`src/rtl/mem_responder.sv`:
```
// mem_responder: fixed-latency SRAM and memory-mapped I/O responder for a 16-bit CPU.
// Strobes, completion strobe and returned data are all registered; reset aborts any access.
module mem_responder #(
   parameter int          WAIT_CYCLES = 2,
   parameter logic [15:0] IO_ADDR     = 16'hFFFF
) (
   input  logic        Clk,
   input  logic        Reset,
   input  logic [15:0] MAR,
   input  logic [15:0] MDR,
   input  logic        Req_Rd,
   input  logic        Req_Wr,
   input  logic [15:0] S,
   output logic [15:0] MDR_In,
   output logic        R,
   output logic        Busy,
   output logic [15:0] HEX_Data,
   output logic [19:0] ADDR,
   output logic [15:0] Data_to_SRAM,
   input  logic [15:0] Data_from_SRAM,
   output logic        SRAM_Drive,
   output logic        CE_N,
   output logic        OE_N,
   output logic        WE_N,
   output logic        UB_N,
   output logic        LB_N
);

   typedef enum logic [2:0] {
      IDLE      = 3'd0,
      RD_ACCESS = 3'd1,
      WR_ACCESS = 3'd2,
      IO_DONE   = 3'd3,
      DONE      = 3'd4
   } state_t;

   localparam logic [3:0] CNT_INIT = 4'(WAIT_CYCLES - 1);

   state_t      state_q, state_d;
   logic [3:0]  cnt_q, cnt_d;
   logic [15:0] mar_q, mar_d;
   logic [15:0] mdr_q, mdr_d;
   logic [15:0] mdr_in_q, mdr_in_d;
   logic [15:0] hex_q, hex_d;
   logic        r_q, r_d;
   logic        drive_q, drive_d;
   logic        ce_n_q, ce_n_d;
   logic        oe_n_q, oe_n_d;
   logic        we_n_q, we_n_d;
   logic        byte_n_q, byte_n_d;

   always_comb begin
      state_d  = state_q;
      cnt_d    = cnt_q;
      mar_d    = mar_q;
      mdr_d    = mdr_q;
      mdr_in_d = mdr_in_q;
      hex_d    = hex_q;
      case (state_q)
         IDLE: begin
            if (Req_Wr || Req_Rd) begin
               mar_d = MAR;
               mdr_d = MDR;
               cnt_d = CNT_INIT;
               // I/O results are captured on the accept edge so they are valid while R is high
               if (MAR == IO_ADDR) begin
                  state_d = IO_DONE;
                  if (Req_Wr) begin
                     hex_d = MDR;
                  end else begin
                     mdr_in_d = S;
                  end
               end else if (Req_Wr) begin
                  state_d = WR_ACCESS;
               end else begin
                  state_d = RD_ACCESS;
               end
            end else begin
               state_d = IDLE;
            end
         end
         RD_ACCESS: begin
            if (cnt_q == 4'd0) begin
               mdr_in_d = Data_from_SRAM;
               state_d  = DONE;
            end else begin
               cnt_d = cnt_q - 4'd1;
            end
         end
         WR_ACCESS: begin
            if (cnt_q == 4'd0) begin
               state_d = DONE;
            end else begin
               cnt_d = cnt_q - 4'd1;
            end
         end
         IO_DONE: state_d = IDLE;
         DONE:    state_d = IDLE;
         default: state_d = IDLE;
      endcase
   end

   // Strobes are decoded from the next state so the registered pins line up with the state
   always_comb begin
      r_d      = 1'b0;
      drive_d  = 1'b0;
      ce_n_d   = 1'b1;
      oe_n_d   = 1'b1;
      we_n_d   = 1'b1;
      byte_n_d = 1'b1;
      case (state_d)
         RD_ACCESS: begin
            ce_n_d   = 1'b0;
            oe_n_d   = 1'b0;
            byte_n_d = 1'b0;
         end
         WR_ACCESS: begin
            ce_n_d   = 1'b0;
            we_n_d   = 1'b0;
            byte_n_d = 1'b0;
            drive_d  = 1'b1;
         end
         IO_DONE: r_d = 1'b1;
         DONE:    r_d = 1'b1;
         default: r_d = 1'b0;
      endcase
   end

   always_ff @(posedge Clk or posedge Reset) begin
      if (Reset) begin
         state_q  <= IDLE;
         cnt_q    <= 4'd0;
         mar_q    <= 16'h0000;
         mdr_q    <= 16'h0000;
         mdr_in_q <= 16'h0000;
         hex_q    <= 16'h0000;
         r_q      <= 1'b0;
         drive_q  <= 1'b0;
         ce_n_q   <= 1'b1;
         oe_n_q   <= 1'b1;
         we_n_q   <= 1'b1;
         byte_n_q <= 1'b1;
      end else begin
         state_q  <= state_d;
         cnt_q    <= cnt_d;
         mar_q    <= mar_d;
         mdr_q    <= mdr_d;
         mdr_in_q <= mdr_in_d;
         hex_q    <= hex_d;
         r_q      <= r_d;
         drive_q  <= drive_d;
         ce_n_q   <= ce_n_d;
         oe_n_q   <= oe_n_d;
         we_n_q   <= we_n_d;
         byte_n_q <= byte_n_d;
      end
   end

   assign MDR_In       = mdr_in_q;
   assign R            = r_q;
   assign Busy         = (state_q != IDLE);
   assign HEX_Data     = hex_q;
   assign ADDR         = {4'h0, mar_q};
   assign Data_to_SRAM = mdr_q;
   assign SRAM_Drive   = drive_q;
   assign CE_N         = ce_n_q;
   assign OE_N         = oe_n_q;
   assign WE_N         = we_n_q;
   assign UB_N         = byte_n_q;
   assign LB_N         = byte_n_q;

endmodule

```
`config.mk`:
```
export PLATFORM = sky130hd
export DESIGN_NAME = mem_responder
export DESIGN_NICKNAME = d
export VERILOG_FILES = /design/src/rtl/mem_responder.sv
export SDC_FILE = /design/constraint.sdc
export NUM_CORES = 1
export LEC_CHECK = 0
export BUFFER_PORTS_ARGS = -buffer_cell sky130_fd_sc_hd__buf_2
export CORE_UTILIZATION = 30
export CTS_BUF_LIST = sky130_fd_sc_hd__clkbuf_4
export DETAILED_ROUTE_END_ITERATION = 10
export PLACE_DENSITY_LB_ADDON = 0.3
export SLEW_MARGIN = 20
export SYNTH_ARGS = -nofsm -noshare
export SYNTH_HDL_FRONTEND = slang
export SYNTH_SLANG_ARGS = --single-unit
```
`constraint.sdc`:
```
create_clock -name Clk -period 6.67 [get_ports Clk]
set_input_delay 1.334 -clock Clk [delete_from_list [all_inputs] [get_ports Clk]]
set_output_delay 1.334 -clock Clk [all_outputs]
set_load 0.01 [all_outputs]
```
==> results of run 1 <==
==> layout make-up <==
type | count | area [µm²]
Fill cell | 1073 | 6590
Sequential cell | 76 | 1910
Multi-Input combinational cell | 148 | 1270
Timing Repair Buffer | 142 | 731
Tap cell | 140 | 175
Clock inverter | 6 | 78.8
Clock buffer | 10 | 75.1
Inverter | 5 | 20.0
==> critical path, stage by stage <==
cell and delay (ns):
buf_2 0.08, nand4_1 0.24, o41ai_4 0.95, and2_1 0.61, a21oi_1 0.14
==> path summary, 6_finish.rpt <==
path | startpoint | to | slack [ns] | cells after the start
max | MAR[7] | MDR_In[4]$_DFFE_PP0P_ | 3.57 | 5
min | Data_to_SRAM[6]$_DFFE_PP0P_ | Data_to_SRAM[6]$_DFFE_PP0P_ | 0.51 | 1
max reg2reg | cnt_q[0]$_DFFE_PP0P_ | MDR_In[4]$_DFFE_PP0P_ | 4.29 | 6
min reg2reg | Data_to_SRAM[6]$_DFFE_PP0P_ | Data_to_SRAM[6]$_DFFE_PP0P_ | 0.51 | 1
max in group asynchronous | Reset | mar_q[3]$_DFFE_PP0P_ | 4.87 | 3
min in group asynchronous | Reset | HEX_Data[10]$_DFFE_PP0P_ | 1.19 | 3
==> cell families (layout without fill, tap and decap cells) <==
family	after synthesis	in the layout
buf+inv	23	163
fa+ha+maj	2	2
simple gates	32	32
flops	76	76
compound gates	43	43
mux	66	66
other cells	1	4
xor+xnor	1	1
==> sequential cells by signal (all words and copies together) (netlist names) <==
name,flops
mar_q,16
state_q,3
LB_N,1
HEX_Data,16
WE_N,1
OE_N,1
SRAM_Drive,1
MDR_In,16
cnt_q,4
R,1
Data_to_SRAM,16
==> power breakdown <==
part | internal (mW) | leakage (nW) | switching [mW]
registers | 0.648 | 0.922 | 0.103
logic | 0.395 | 1.10 | 0.420
clock network | 0.153 | 0.0876 | 0.157
==> layer usage <==
layer | GRT usage (%) | share of wire [%] | vias up | wire length [µm]
met5 | 0 | 0 | - | 0
met4 | 5.09 | 1.4 | 0 | 101
met3 | 5.39 | 6.7 | 8 | 490
met2 | 22.6 | 48 | 85 | 3560
met1 | 16.0 | 44 | 1192 | 3210
li1 | - | - | 1139 | -
==> Yosys cell counts (all sizes together) (2+ instances only) <==
master / instances
nor3b: 3
nand3: 3
o21ai: 2
nand2: 4
dfrtp: 73
nor3: 2
nand4: 4
buf: 17
mux2: 49
a21oi: 33
ha: 2
nor2: 7
nand2b: 2
dfstp: 3
inv: 5
nor4: 2
mux2i: 17
==> per-stage QoR <==
stage	hold slack [ns]	power, mW	area [µm²]
global route	0.533	2.02	4260
global placement	0.484	1.56	4080
finish	0.511	1.88	4260
CTS	0.519	1.90	4240
floorplan	0.498	1.32	3340
detailed placement	0.490	1.58	4080
==> cells in the final DEF, fill, tap and decap left out, types with 2 or more instances in the layout <==
cell type  instances
bufinv_16          2
nand4_1            4
dfstp_2            3
ha_1               2
clkbuf_4          10
nand3_1            2
o21ai_0            2
nand2b_1           2
inv_1              3
buf_2            139
clkinv_2           4
a21oi_1           33
conb_1             4
dfrtp_1           73
nor3b_1            2
mux2i_1           17
buf_4              2
nand2_1            4
nor2_1             6
mux2_2            49
==> metrics.txt, run 1 <==
TritonCTS Sinks 76; postcts setup bufs 0; first drt pass iteration count 4; # nets final 452; crit path capture type register; die area 11,500 µm²; #FFs+latches synth 76; Final Wtd Congestion 0.705; Chip Height 107 µm; mux cell area share after synthesis 21.7%; PwrDens 441 nW/µm²; Final period util 46.5%; critical path required time 6.93 ns; sequential share of the synthesized area 57.3%; relative slew slack 37.5%; hpwl dp 5.20 mm; Most used DFF post-synth dfrtp_1; worst slew pin tran 0.937 ns; CTS hold repair buffers 0; fin. max-slew vios 0; initial antenna violation count 0; final setup violating endpoints 0; # rows 38; Worst Path Arrival 3.36 ns; max frequency 323 MHz; maxcap violations 0; largest family of logic cells by synthesized area multiplexers; cell taking the most area after synthesis dfrtp_1; GRT Total Usage 13.7%; vias in the first global route 2,472; Root Buffer clkbuf_4; Core Region 10,800 µm²; Routed Wire Length 7.36 mm; H-Tree Depth 3; minimum clock period 3.10 ns; Startpoint Class input port; Crit Path Class in2reg; Routed wire per std cell 14.0 µm; Yosys top cell area share 54.9%; final setup margin 3.57 ns; pre-CTS setup slack 3.06 ns; HP Class reg2reg; FFs w/ async S/R, synth 100%; Post-synth EDFFs 0; Mapped Area 3330 µm²; area share of and/or/nand/nor cells after synthesis 6.47%; DRC 0; Die X 107 µm; crit path max fanout 17; worst-case clock buffer depth 2; CTS clk-pin slew, worst paths 0.11 ns; vias per cell 4.60; RSZ-0062 raised after global routing false; Util after Layout 39.3%; Synth Area in Compound Gates 8.24%; adder-cell area share of the yosys netlist 0.752%; IO Pins 144; leakage 2.11 nW; total negative setup slack 0 ns; DR vias 2,424; syn_area_per_cell 13.6 µm²; cells after synthesis 244; largest net degree at the start of global routing 77; port buffer count 139; DRT iter0 DRCs 46; grt ovf 0; Layout Skew 0.00980 ns; Hold Vio Cnt, Final 0; CTS tree yes; ranking of synthesized cells by area dfrtp_1 55%, mux2_2 17%, mux2i_1 5.1%; Cell variety after synth 40; share of cells above drive strength 1 56.8%; status completed; synth warn 0; initial core utilization 30.7%; post-synthesis xor/xnor area fraction 0.263%; DRT antenna net count 0; worst-skew pair later-pin latency 0.41 ns; Layout area overhead 27.9%; first-pass GRT wire length 12.0 mm; Layout Cells excl Fill 527; # diodes 0; Inst Count DP 510; post_cts resized 0; maximum VDD drop 155 µV; Num CTS Buffers 9
Power figures use the tool's default switching activity.
==> inputs of run 2 (changes only) <==
clock period = 3.1 ns   (was 6.67 ns; I/O delays follow)
==> metrics.txt, run 2 (synthesized netlist as in run 1, its figures left out) <==
status completed; initial core utilization 30.7% (unchanged); critical path required time 3.37 ns (-3.56 ns); Reg2Reg Capture Point MDR_In[0]$_DFFE_PP0P_; IO Pins 144 (unchanged); CTS tree yes; total negative setup slack 0 ns (unchanged); largest net degree at the start of global routing 77 (unchanged); fin. max-slew vios 0 (unchanged); Fill cells 1,071 (-0.19%); maximum VDD drop 322 µV (+110%); Internal 2.57 mW (+120%); Routed Wire Length 7.14 mm (-3.1%); Net Switching 1.46 mW (+110%); TritonCTS Sinks 76 (unchanged); crit path max fanout 17 (unchanged); Final Wtd Congestion 0.700 (-0.81%); most common cell after layout, fill and taps aside buf_2; CP Launch Point cnt_q[0]$_DFFE_PP0P_; leakage 2.12 nW (+0.18%); vias in the first global route 2,349 (-5.0%); H-Tree Depth 3 (unchanged); CTS clk-pin slew, worst paths 0.12 ns (about the same); max frequency 409 MHz; CP Cell Sequence inv_1 > ha_1 > nor3b_1 > a2bb2o_4 > and2_1 > a21oi_1; worst-case clock buffer depth 2 (unchanged); sum of buffers and inverters on the critical path 1 (unchanged); DR vias 2,455 (+1.3%); r2r worst-path depth 6 (unchanged); post_cts resized 0 (unchanged); Inst Count DP 512 (+0.39%); vias per cell 4.65 (+1.1%); Final period util 78.9%; sequential share of power 40.0% (about the same); port buffer count 139 (unchanged); # diodes 0 (unchanged); Layout Skew 0.00809 ns (-0.00171 ns); Chip Height 107 µm (unchanged); Hold Vio Cnt, Final 0 (unchanged); die area 11,500 µm² (unchanged); HP Class in2async; clock share of power 16.2% (-0.4 points); worst slew pin tran 0.655 ns (-0.282 ns); Crit Path Class reg2reg; postcts setup bufs 0 (unchanged); CTS hold repair buffers 0 (unchanged); relative slew slack 56.2% (+19 points); PwrDens 944 nW/µm² (+110%); first drt pass iteration count 4 (unchanged); GRT Total Usage 13.1% (-0.62 points); most frequent cells in the layout 139 x buf_2, 73 x dfrtp_1, 49 x mux2_2, 33 x a21oi_1, 17 x mux2i_1; hpwl dp 5.19 mm (-0.21%); Num CTS Buffers 9 (unchanged); DRC 0 (unchanged); delay-heaviest family, CP simple AND/OR/NAND/NOR gates; Switching Share 36.2% (-0.040 points); minimum clock period 2.45 ns; Seq. cell area 1910 µm² (unchanged); worst-skew pair later-pin latency 0.42 ns (about the same); final setup violating endpoints 0 (unchanged); Routed wire per std cell 13.5 µm (-3.3%); power share of the combinational group 43.7% (+0.3 points); reg2reg setup slack 0.65 ns (-3.64 ns); DRT iter0 DRCs 73 (+59%); Root Buffer clkbuf_4; Layout Cells excl Fill 528 (+0.19%); first-pass GRT wire length 11.5 mm (-4.3%); DRT antenna net count 0 (unchanged); crit path capture type register; Worst Path Arrival 2.72 ns (-0.64 ns); Layout area overhead 28.4%; share of cells above drive strength 1 56.4% (-0.40 points); # rows 38 (unchanged); maxcap violations 0 (unchanged); Core Region 10,800 µm² (unchanged); Startpoint Class register; Crit-path slowest cell and2_1; initial antenna violation count 0 (unchanged); Multi-input gate area 1270 µm² (unchanged); r2r startpoint cnt_q[0]$_DFFE_PP0P_; RSZ-0062 raised after global routing false; # nets final 453 (+0.22%); Die X 107 µm (unchanged); grt ovf 0 (unchanged); highest cell delay on the worst timing path 0.56 ns (-0.39 ns)
run 2: worst max path at each step:
stage / endpoint / depth (start not counted)
4_1_cts: MDR_In[0]$_DFFE_PP0P_ / 6
6_report: MDR_In[0]$_DFFE_PP0P_ / 6
3_5_place_dp: MDR_In[11]$_DFFE_PP0P_ / 6
3_3_place_gp: MDR_In[15]$_DFFE_PP0P_ / 6
5_1_grt: MDR_In[8]$_DFFE_PP0P_ / 6
2_1_floorplan: Data_to_SRAM[0]$_DFFE_PP0P_ / 1
run 2: worst register-to-register path: stages (launching register included):
cell and delay, ns:
dfrtp_1 0.40, inv_1 0.12, ha_1 0.16, nor3b_1 0.55
a2bb2o_4 0.35, and2_1 0.56, a21oi_1 0.16
run 2: power by group through the flow:
stage	logic (mW)	registers, mW	clock network, mW
after global routing	1.94	1.67	0.717
after global placement	1.76	1.63	0
after CTS	1.79	1.62	0.684
final	1.76	1.61	0.655
after detailed placement	1.79	1.64	0
after floorplan	1.05	1.78	0
run 2: routing by layer:
metal  routed length, µm  vias to the layer above  GRT usage, %
li1                    -                     1151             -
met1                3090                     1189          16.1
met2                3390                      105          21.1
met3                 504                       10          3.09
met4                 152                        0          7.34
met5                   0                        -             0
run 2: final cells by class:
type | instances | share of cell area [%]
sequential | 76 | 44.6
multi-input combinational | 148 | 29.7
timing repair buffer | 143 | 17.6
tap | 140 | 4.10
clock inverter | 7 | 1.90
clock buffer | 9 | 1.58
inverter | 5 | 0.469
run 2: stage by stage:
stage	instance area (µm²)	utilization, %	hold slack [ns]	power (mW)	setup WS (ns)
after floorplan	3340	-	0.498	2.83	0.547
after CTS	4270	39.4	0.253	4.09	0.695
final	4270	39.4	0.242	4.03	0.654
after global routing	4270	39.4	0.272	4.32	0.415
after global placement	4120	38.0	0.485	3.39	0.775
after detailed placement	4120	38.0	0.490	3.42	0.717
==> inputs of run 3 (changes only) <==
ABC_AREA = 1   (was unset)
clock period = 2.3 ns   (was 3.1 ns; I/O delays follow)
==> metrics.txt, run 3 <==
post_cts resized 0 (unchanged); power share of the combinational group 42.3% (-1.4 points); IO Pins 144 (unchanged); Hold Vio Cnt, Final 0 (unchanged); highest cell delay on the worst timing path 0.43 ns (-0.13 ns); DRT antenna net count 0 (unchanged); Seq. cell area 1910 µm² (unchanged); Mapped Area 3260 µm² (-2.1%); Most used DFF post-synth dfrtp_1; max frequency 583 MHz; sequential share of power 41.7% (+1.7 points); r2r worst-path depth 7 (+1); vias in the first global route 2,645 (+13%); syn_area_per_cell 9.28 µm² (-32%); Util after Layout 40.5% (+1.1 points); total power 5.12 mW (+27%); Post-synth EDFFs 0 (unchanged); share of cells above drive strength 1 35.2% (-21 points); Net Switching 2.08 mW (+42%); Layout Cells excl Fill 631 (+20%); Crit-path slowest cell dfrtp_1; Final period util 74.5%; Die X 106 µm (-1.0%); Root Buffer clkbuf_4; clock share of power 16.0% (-0.2 points); count leader, synth nand2_1; RSZ-0062 raised after global routing false; Final Wtd Congestion 0.798 (+14%); Yosys top cell area share 56.1% (+1.2 points); largest net degree at the start of global routing 77 (unchanged); port buffer count 139 (unchanged); CTS clk-pin slew, worst paths 0.12 ns (about the same); synth warn 0 (unchanged); Routed Wire Length 7.54 mm (+5.6%); maximum VDD drop 458 µV (+42%); HP Class in2async; Layout Skew 0.0123 ns (+0.00425 ns); DRT iter0 DRCs 113 (+55%); Cell variety after synth 27 (-33%); Multi-input gate area 1120 µm² (-12%); crit path max fanout 5 (-12); postcts setup bufs 0 (unchanged); DRC 0 (unchanged); Startpoint Class register; fin. max-slew vios 0 (unchanged); Inst Count DP 615 (+20%); final instance area 4220 µm² (-1.3%); cell taking the most area after synthesis dfrtp_1; final setup violating endpoints 0 (unchanged); total negative setup slack 0 ns (unchanged); DP Area 4080 µm² (-1.1%); CTS tree yes; grt ovf 0 (unchanged); initial core utilization 31.3% (+0.59 points); # nets final 560 (+24%); CTS hold repair buffers 0 (unchanged); H-Tree Depth 3 (unchanged); hpwl dp 5.51 mm (+6.1%); Crit Path Class reg2out; Synth top cells by count 122 x nand2_1, 73 x dfrtp_1, 46 x o21ai_0; # diodes 0 (unchanged); worst-skew pair later-pin latency 0.40 ns (-0.02 ns); Layout area overhead 29.4%; first drt pass iteration count 4 (unchanged); maxcap violations 0 (unchanged); Num CTS Buffers 9 (unchanged); initial antenna violation count 0 (unchanged); Chip Height 106 µm (-1.0%); minimum clock period 1.71 ns; DR vias 2,687 (+9.5%); # rows 37 (-2.6%); crit path capture type output port; vias per cell 4.26 (-8.4%); sequential share of the synthesized area 58.5% (+1.2 points); FFs w/ async S/R, synth 100% (unchanged); PwrDens 1210 nW/µm² (+29%); Routed wire per std cell 11.9 µm (-12%); Worst Path Arrival 1.25 ns (-1.47 ns); GRT Total Usage 14.2% (+1.1 points); cells after synthesis 351 (+44%); Fill cells 1,070 (-0.093%); Internal 3.05 mW (+18%); critical path required time 1.84 ns (-1.53 ns); Core Region 10,400 µm² (-3.9%); Switching Share 40.5% (+4.3 points); #FFs+latches synth 76 (unchanged); most common cell after layout, fill and taps aside buf_2; worst-case clock buffer depth 2 (unchanged); status completed; TritonCTS Sinks 76 (unchanged); most frequent cells in the layout 139 x buf_2, 122 x nand2_1, 73 x dfrtp_1, 46 x o21ai_0, 31 x inv_1; first-pass GRT wire length 12.5 mm (+9.1%); CP Cell Sequence nor2_4 > nand2_4 > buf_2; die area 11,300 µm² (-2.0%); leakage 2.42 nW (+15%); ranking of synthesized cells by area dfrtp_1 56%, nand2_1 14%, o21ai_0 7.1%
[run 3: per-stage QoR]
step                hold slack (ns)  setup WS [ns]
global route                  0.130          0.496
CTS                           0.120          0.534
floorplan                     0.474          0.881
global placement              0.452          0.646
detailed placement            0.454          0.616
finish                        0.146          0.585
[run 3: final timing paths]
path / end / start / slack [ns]
setup / recovery: Busy / state_q[2]$_DFF_PP0_ / 0.59
max in group asynchronous: LB_N$_DFF_PP1_ / Reset / 1.83
hold / removal: Data_to_SRAM[0]$_DFFE_PP0P_ / Reset / 0.15
setup reg to reg: LB_N$_DFF_PP1_ / state_q[2]$_DFF_PP0_ / 0.71
min in group Clk: mar_q[15]$_DFFE_PP0P_ / MAR[15] / 0.26
hold reg to reg: mar_q[9]$_DFFE_PP0P_ / mar_q[9]$_DFFE_PP0P_ / 0.48
[run 3: cell type report]
cell class / instances / area share, %
Clock buffer: 10 / 1.78
Sequential cell: 76 / 45.2
Tap cell: 136 / 4.04
Timing Repair Buffer: 144 / 18.0
Multi-Input combinational cell: 226 / 26.5
Clock inverter: 6 / 1.51
Inverter: 33 / 3.03
[run 3: logic make-up after synthesis]
logic type	synth area share, %
simple gates	17.7
flops	58.5
compound gates	10.1
buf+inv	7.60
mux	4.92
fa+ha+maj	0.768
other cells	0.115
xor+xnor	0.269
[run 3: power by group through the flow]
stage	registers [mW]	clock network [mW]	logic, mW
floorplan	2.34	0	1.22
global placement	2.15	0	2.17
detailed placement	2.16	0	2.22
CTS	2.14	0.862	2.22
global route	2.20	0.915	2.47
finish	2.14	0.817	2.17
[run 3: per-layer routing]
layer	global-route usage, %	share of wire, %	routed length (µm)	up-vias
met1	18.2	46	3430	1221
met3	3.80	6.6	495	5
met4	5.36	0.73	55	0
met5	0	0	0	-
met2	22.7	47	3560	90
li1	-	-	-	1371
[run 3: worst max-delay path, delay by kind of cell, from the launching register on]
family | cells | cell delay, ns
and+or+nand+nor | 2 | 0.27
DFF | 1 | 0.43
buffers and inverters | 1 | 0.16
